**src/rtl/pg_pkg.sv**
```systemverilog
// Shared definitions for the pattern-generator sequencing blocks.
package pg_pkg;

    localparam int PG_PAT_W  = 3;
    localparam int PG_HOLD_W = 8;
    localparam int PG_FCNT_W = 16;

    typedef enum logic [1:0] {
        IDLE  = 2'd0,
        RUN   = 2'd1,
        DRAIN = 2'd2
    } pg_state_t;

endpackage

```
**src/rtl/pg_frm_edge.sv**
```systemverilog
// Registers the timing-engine frame-start flag and flags its rising edge.
// The register resets high because the flag idles high while the engine is off.
module pg_frm_edge (
    input  logic clk,
    input  logic rst_n,
    input  logic frm_st,
    output logic fb
);

    logic frm_st_q;

    always_ff @(posedge clk or negedge rst_n) begin
        if (!rst_n) begin
            frm_st_q <= 1'b1;
        end else begin
            frm_st_q <= frm_st;
        end
    end

    assign fb = frm_st & ~frm_st_q;

endmodule

```
**src/rtl/pg_seq_ctrl.sv**
```systemverilog
// Frame-synchronous sequencer: starts/stops the timing engine on frame
// boundaries and steps a pattern ID through a shadowed, programmable range.
module pg_seq_ctrl
    import pg_pkg::*;
#(
    parameter int PAT_W  = PG_PAT_W,
    parameter int HOLD_W = PG_HOLD_W,
    parameter int FCNT_W = PG_FCNT_W
) (
    input  logic              clk,
    input  logic              rst_n,
    input  logic              start,
    input  logic              stop,
    input  logic [PAT_W-1:0]  pat_first,
    input  logic [PAT_W-1:0]  pat_last,
    input  logic [HOLD_W-1:0] hold_frames,
    input  logic [FCNT_W-1:0] run_frames,
    input  logic              pg_frm_st,
    output logic              pg_en,
    output logic [PAT_W-1:0]  pat_id,
    output logic              pat_upd,
    output logic [FCNT_W-1:0] frame_cnt,
    output logic              busy,
    output logic              done
);

    pg_state_t         state, state_d;
    logic [PAT_W-1:0]  sh_first, sh_first_d, sh_last, sh_last_d;
    logic [PAT_W-1:0]  pat_id_d, pat_nxt;
    logic [HOLD_W-1:0] sh_hold, sh_hold_d, hold_cnt, hold_cnt_d, hold_inc, hold_eff;
    logic [FCNT_W-1:0] sh_run, sh_run_d, frame_cnt_d, frame_inc;
    logic              fb_raw, fb, en_q, en_d, pat_upd_d, done_d;

    pg_frm_edge u_frm_edge (
        .clk    (clk),
        .rst_n  (rst_n),
        .frm_st (pg_frm_st),
        .fb     (fb_raw)
    );

    assign fb        = fb_raw & (state != IDLE);
    assign frame_inc = frame_cnt + FCNT_W'(1);
    assign hold_inc  = hold_cnt + HOLD_W'(1);
    assign hold_eff  = (sh_hold == '0) ? HOLD_W'(1) : sh_hold;
    // An ID outside the current range (inverted range or a shrunk range) restarts at the first pattern.
    assign pat_nxt   = (pat_id >= sh_last || pat_id < sh_first) ? sh_first : pat_id + PAT_W'(1);

    assign pg_en = en_q;
    assign busy  = en_q;

    always_comb begin
        state_d     = state;
        sh_first_d  = sh_first;
        sh_last_d   = sh_last;
        sh_hold_d   = sh_hold;
        sh_run_d    = sh_run;
        pat_id_d    = pat_id;
        pat_upd_d   = 1'b0;
        frame_cnt_d = frame_cnt;
        hold_cnt_d  = hold_cnt;
        done_d      = 1'b0;

        case (state)
            IDLE: begin
                if (start && !stop) begin
                    state_d     = RUN;
                    sh_first_d  = pat_first;
                    sh_last_d   = pat_last;
                    sh_hold_d   = hold_frames;
                    sh_run_d    = run_frames;
                    pat_id_d    = pat_first;
                    pat_upd_d   = 1'b1;
                    frame_cnt_d = '0;
                    hold_cnt_d  = '0;
                end
            end
            RUN: begin
                if (fb) begin
                    frame_cnt_d = frame_inc;
                    if (sh_run != '0 && frame_inc == sh_run) begin
                        state_d = IDLE;
                        done_d  = 1'b1;
                    end else begin
                        if (hold_inc >= hold_eff) begin
                            hold_cnt_d = '0;
                            pat_id_d   = pat_nxt;
                            pat_upd_d  = (pat_nxt != pat_id);
                        end else begin
                            hold_cnt_d = hold_inc;
                        end
                        // Decisions above used the old shadow; the new config governs the next frame.
                        sh_first_d = pat_first;
                        sh_last_d  = pat_last;
                        sh_hold_d  = hold_frames;
                        sh_run_d   = run_frames;
                        if (stop) begin
                            state_d = DRAIN;
                        end
                    end
                end else if (stop) begin
                    state_d = DRAIN;
                end
            end
            DRAIN: begin
                if (fb) begin
                    frame_cnt_d = frame_inc;
                    state_d     = IDLE;
                    done_d      = 1'b1;
                end
            end
            default: state_d = IDLE;
        endcase

        en_d = (state_d != IDLE);
    end

    always_ff @(posedge clk or negedge rst_n) begin
        if (!rst_n) begin
            state     <= IDLE;
            en_q      <= 1'b0;
            sh_first  <= '0;
            sh_last   <= '0;
            sh_hold   <= '0;
            sh_run    <= '0;
            pat_id    <= '0;
            pat_upd   <= 1'b0;
            frame_cnt <= '0;
            hold_cnt  <= '0;
            done      <= 1'b0;
        end else begin
            state     <= state_d;
            en_q      <= en_d;
            sh_first  <= sh_first_d;
            sh_last   <= sh_last_d;
            sh_hold   <= sh_hold_d;
            sh_run    <= sh_run_d;
            pat_id    <= pat_id_d;
            pat_upd   <= pat_upd_d;
            frame_cnt <= frame_cnt_d;
            hold_cnt  <= hold_cnt_d;
            done      <= done_d;
        end
    end

endmodule

```
**config.mk**
```make
export PLATFORM = sky130hd
export DESIGN_NAME = pg_seq_ctrl
export DESIGN_NICKNAME = d
export VERILOG_FILES = /design/src/rtl/pg_pkg.sv /design/src/rtl/pg_frm_edge.sv /design/src/rtl/pg_seq_ctrl.sv
export SDC_FILE = /design/constraint.sdc
export NUM_CORES = 1
export LEC_CHECK = 0
export ABC_AREA = 0
export BUFFER_PORTS_ARGS = -buffer_cell sky130_fd_sc_hd__buf_2
export CORE_MARGIN = 1
export CORE_UTILIZATION = 39
export CTS_CLUSTER_DIAMETER = 80
export CTS_CLUSTER_SIZE = 14
export DETAILED_ROUTE_END_ITERATION = 10
export PLACE_DENSITY_LB_ADDON = 0.1
export SYNTH_ARGS = -nofsm -noshare
export SYNTH_HDL_FRONTEND = slang
export SYNTH_HIERARCHICAL = 1
export SYNTH_SLANG_ARGS = --single-unit
export TNS_END_PERCENT = 5
```
**constraint.sdc**
```tcl
create_clock -name clk -period 3.6 [get_ports clk]
set_clock_uncertainty 0.05 [all_clocks]
set_input_delay 0.72 -clock clk [delete_from_list [all_inputs] [get_ports clk]]
set_output_delay 0.72 -clock clk [all_outputs]
set_load 0.05 [all_outputs]
```
## Yosys cells after proc, flatten, opt, wreduce, memory -nomap -nowiden

Index checks and enable logic that the tools add are counted.

| word-level totals | value |
|---|---|
| output and inout port bits | 23 |
| bits in registers | 63 |
| input port bits | 35 |
| logic and storage cells | 90 |

| cells by class | value |
|---|---|
| bitwise operators | 3 |
| equality and inequality tests | 9 |
| reductions and logical operators | 15 |
| $lt $le $gt $ge | 3 |
| $add $sub $neg | 3 |
| muxes and demuxes | 45 |

Operators with widths:

| cell | count |
|---|---|
| $mux W16 | 5 |
| $mux W8 | 8 |
| $pmux W16 S2 | 2 |
| $pmux W8 S2 | 2 |
| $mux W3 | 10 |
| $pmux W3 S2 | 3 |
| $add A16 B1 Y16 const B | 1 |
| $eq A16 B16 Y1 | 1 |
| $reduce_bool A16 Y1 | 1 |
| $mux W2 | 5 |
| $add A8 B1 Y8 const B | 1 |
| $ge A8 B8 Y1 | 1 |
| $logic_not A8 Y1 | 1 |
| $ne A2 B2 Y1 const B | 4 |
| $reduce_bool A2 Y1 | 4 |
| $mux W1 | 7 |
| $pmux W2 S3 | 1 |
| $reduce_and A5 Y1 | 1 |
| $pmux W1 S2 | 2 |
| $reduce_and A4 Y1 | 1 |
| $add A3 B1 Y3 const B | 1 |
| $ge A3 B3 Y1 | 1 |
| $lt A3 B3 Y1 | 1 |
| $ne A3 B3 Y1 | 1 |
| other kinds (11) | 13 |

## Logic depth before layout (Yosys ltp)

| depth | value |
|---|---|
| word-level depth | 8 |
| mapped depth | 11 |
| mapped depth without buffers | 11 |

## Modules after synthesis

Netlist, hierarchy kept.

Modules (own cells, without submodules):

| module | times used | cells an instance | seq. area each (µm²) | area each (µm²) |
|---|---|---|---|---|
| pg_seq_ctrl | 1 | 386 | 1551.5 | 4047.6 |
| pg_frm_edge | 1 | 2 | 26.3 | 40.0 |

## Worst setup path before layout

Ideal clock, no wire load.

| path | value |
|---|---|
| path kind | reg-to-reg |
| start point | register frame_cnt[0] |
| end point | register sh_first[0] |
| required time | 3.425 ns |
| buffers on the path | 2 |
| library setup time | 0.125 ns |
| slack | 0.492 ns |
| arrival | 2.933 ns |
| cell stages (with the launch flop) | 10 |
| period minus slack after synthesis | 3.108 ns |
| cells stage by stage | dfrtp_1 -> ha_1 -> buf_2 -> nand3_2 -> or4_1 -> a22oi_1 -> a31oi_4 -> nor2_8 -> buf_8 -> mux2_4 |

| between the ends | value |
|---|---|
| word-level cells in the longest chain between the ends | 5 |

Ends and longest elaborated chain:

| item | line | text |
|---|---|---|
| start, declared | pg_seq_ctrl.sv:22 | `output logic [FCNT_W-1:0] frame_cnt,` |
| start signal, assigned | pg_seq_ctrl.sv:139 | `frame_cnt <= frame_cnt_d;` |
| $add A16 B1 Y16 | pg_seq_ctrl.sv:42 | `assign frame_inc = frame_cnt + FCNT_W'(1);` |
| $eq A16 B16 Y1 | pg_seq_ctrl.sv:80 | `if (sh_run != '0 && frame_inc == sh_run) begin` |
| $logic_and A1 B1 Y1 | pg_seq_ctrl.sv:80 |  |
| $ne A2 B2 Y1 (no source line) | - |  |
| $reduce_and A4 Y1 (no source line) | - |  |
| end signal, assigned | pg_seq_ctrl.sv:133 | `sh_first <= sh_first_d;` |
| end, declared | pg_seq_ctrl.sv:28 | `logic [PAT_W-1:0] sh_first, sh_first_d, sh_last, sh_last_d;` |

Every way passes these cells.
A chain may end at the register's enable or synchronous reset.

## Final worst setup path

| path | value |
|---|---|
| start point | register frame_cnt[0] |
| end point | register pat_id[2] |

| between the ends | value |
|---|---|
| word-level cells in the longest chain between the ends | 5 |

Ends and longest elaborated chain:

| item | line | text |
|---|---|---|
| $add A16 B1 Y16 | pg_seq_ctrl.sv:42 |  |
| $eq A16 B16 Y1 | pg_seq_ctrl.sv:80 |  |
| $logic_and A1 B1 Y1 | pg_seq_ctrl.sv:80 |  |
| $ne A2 B2 Y1 (no source line) | - |  |
| $reduce_and A5 Y1 (no source line) | - |  |
| end signal, assigned | pg_seq_ctrl.sv:137 | `pat_id <= pat_id_d;` |
| end, declared | pg_seq_ctrl.sv:20 | `output logic [PAT_W-1:0] pat_id,` |

Every way passes these cells.

==> reports/metrics.csv <==
metric,value,unit
status,completed,
Max-Cap Viols,0,
Synth Instances,388,
Worst Path Arrival,3.37,ns
CP Class,reg2reg,
sequential fraction of the synthesis area,0.3860,
vias in the first global route,2976,
vias,3127,
distinct cell type count after synthesis,67,
clock-pin slew on the worst setup and hold paths,0.08,ns
Final Max Tran Viols,0,
Layout area overhead,15.37,%
Period minus WS final,3.171,ns
vias per cell,5.327,
Tot GR Track Use,0.1869,
Top Layer Used,met4,
Die Height,104.4,um
post-CTS setup repair buffer count,0,
Synth Net Count,443,
core box area,0.01023,mm2
VDD IR max,368.4,uV
clk sinks,63,
number of remaining DRC errors,0,
total CTS buffers,9,
Startpoint Class,flop,
Sum Neg Setup Slack,0,ns
"Async S/R FF share, synth",1.000,
crit path capture type,flop,
DR iter-0 viols,155,
"commonest non-fill, non-tap cell in the layout",dfrtp_1,
Yosys warning count,6,
CTS H-tree lvls,3,
post-synth top area cell,dfrtp_1,
metal1 wirelength,4.778,mm
Ant. Diodes,0,
worst r2r src,frame_cnt[0],
Die ar.,0.01089,mm2
# port buffers,57,
DR WL met3,421,um
Final ANT Viol Nets,0,
I/O pin cnt,58,
share of the synthesized area in the top cell type,0.3796,
GRT overflow,0,
clk_lat worst skew,0.36,ns
end of the critical path,pat_id[2],
CTS tree,built,
reg-to-reg endpoint,pat_id[2],
RSZ-0062 raised after global routing,false,
P_leak,2.268,nW
post-cts repair resize count,0,
relative slew slack,0.3123,
global-route wire length before repair,15.79,mm
r2r setup slk,0.43,ns
"Primary FF master, synth",dfrtp_1,
Worst Reg-to-Reg Cells,8,
Die W,104.4,um
worst-path fanout max,14,
row count,37,
Max Freq,315.3,MHz
placed cell areas,0.004484,mm2
share of cells above drive strength 1,0.2838,
worst hold path class,in2reg,
Worst-Margin Slew,1.032,ns
cells along the critical path,ha_1 > nand3_2 > or4_1 > a22oi_1 > a31oi_4 > buf_4 > a21oi_1 > mux2_2,
clock tree buffer depth,2,
clk root buf,clkbuf_8,
most frequent cells in the layout,"dfrtp_1 (62), buf_2 (57), o21ai_0 (31)",
CP Buf/Inv Count,1,
endpoints failing setup,0,
Starting Density,0.3995,
stages on the worst setup path,8,
Nets,501,
"Hold-fix buffers, CTS",0,
GPL Wtd Cong,0.7909,
final hold viol count,0,
Synth Cell Area,0.004088,mm2
PD cells,713.1,mW/mm2
Final Cell Area,0.004716,mm2
Slowest cell on crit path,or4_1,
number of synthesized flops with an enable pin,0,
drt first pass iters,4,
fraction of the cycle the final worst path needs,0.8809,
largest net degree at the start of global routing,46,
"flops & latches, synth",63,
Wirelength per Cell,16.36,um
initial antenna violation count,0,
met2 wire len,4.309,mm
Post-Route WL,9.605,mm
Syn Area/Cell,10.54,um2
largest cells by area after synthesis,"dfrtp_1 (38%), mux2_4 (9.9%), ha_1 (6.1%)",
Post-DP HPWL,6.994,mm
worst setup path start,frame_cnt[0],
critical path required time,3.79,ns
kind of cell adding the most delay to the critical path,simple AND/OR/NAND/NOR gates,
crit-path max cell delay,0.56,ns
## where the power goes
part | internal [mW] | switching, mW
Combinational | 0.717 | 0.718
Clock | 0.412 | 0.316
Sequential | 0.931 | 0.268
## registers in the layout, indices dropped and copies added (netlist names)
| name | cells |
|---|---|
| pat_id | 3 |
| sh_last | 3 |
| sh_run | 16 |
| hold_cnt | 8 |
| state | 2 |
| pat_upd | 1 |
| frame_cnt | 16 |
| done | 1 |
| sh_first | 3 |
| u_frm_edge/frm_st_q | 1 |
| busy | 1 |
| sh_hold | 8 |
## worst min-delay path by stage
stage                          end  depth (start not counted)  startpoint
4_1_cts        u_frm_edge/frm_st_q                          1   pg_frm_st
3_5_place_dp            sh_last[1]                          1  sh_last[1]
2_1_floorplan                 busy                          0       rst_n
5_1_grt        u_frm_edge/frm_st_q                          1   pg_frm_st
6_report       u_frm_edge/frm_st_q                          1   pg_frm_st
3_3_place_gp            sh_last[2]                          1  sh_last[2]
## worst register-to-register path, delay by kind of cell, from the launching register on
| family | cells | cell delay (ns) |
|---|---|---|
| buffers and inverters | 1 | 0.22 |
| muxes | 1 | 0.37 |
| and+or+nand+nor | 2 | 0.80 |
| DFF | 1 | 0.48 |
| AOI/OAI and AO/OA | 3 | 0.81 |
| adders and majority gates | 1 | 0.33 |
## through the flow
| step | total power [mW] | setup slack [ns] | util | hold WS, ns | cells |
|---|---|---|---|---|---|
| 2_1_floorplan | 2.309 | 0.4915 | - | 0.3744 | 388 |
| 3_3_place_gp | 2.625 | 0.5132 | 0.4383 | 0.4456 | 571 |
| 5_1_grt | 3.597 | 0.1827 | 0.4609 | 0.4097 | 587 |
| 6_report | 3.363 | 0.4289 | 0.4609 | 0.4219 | 587 |
| 4_1_cts | 3.394 | 0.4284 | 0.4609 | 0.4143 | 587 |
| 3_5_place_dp | 2.654 | 0.4679 | 0.4383 | 0.4472 | 571 |
## cell usage after synthesis, drive strengths merged (3+ instances only)
cell type	count
inv	21
xor2	14
a21oi	11
nand4	8
nor2b	7
and2	5
nor3	3
nor2	25
and4	3
dfrtp	62
and3	5
mux2	33
a22o	3
o21ai	31
nand3	14
nand2b	6
nor4	9
ha	20
a31oi	4
xnor2	16
clkbuf	5
buf	12
nand2	25
o31ai	6
## per-layer routing
layer / up-vias / global-route usage
met2: 76 / 0.2687
met4: 0 / 0.05714
met5: - / 0
met3: 9 / 0.04825
met1: 1519 / 0.2719
li1: 1523 / -
## kinds of logic (layout without fill, tap and decap cells)
family	after synthesis	after routing	share of synthesized area
compound gates	84	84	0.1448
mux	35	35	0.1206
buf+inv	38	101	0.04959
simple gates	118	118	0.1736
fa+ha+maj	20	20	0.06122
flops	63	63	0.3860
xor+xnor	30	30	0.06428
## area by class of cell
| cell class | count | area (um2) |
|---|---|---|
| tap | 136 | 170.2 |
| timing repair buffer | 64 | 350.3 |
| clock inverter | 6 | 93.84 |
| multi-input combinational | 287 | 2307 |
| sequential | 63 | 1578 |
| clock buffer | 10 | 137.6 |
| fill | 1010 | 5515 |
| inverter | 21 | 78.83 |
Note: power is estimated with default switching activity, not from simulation.
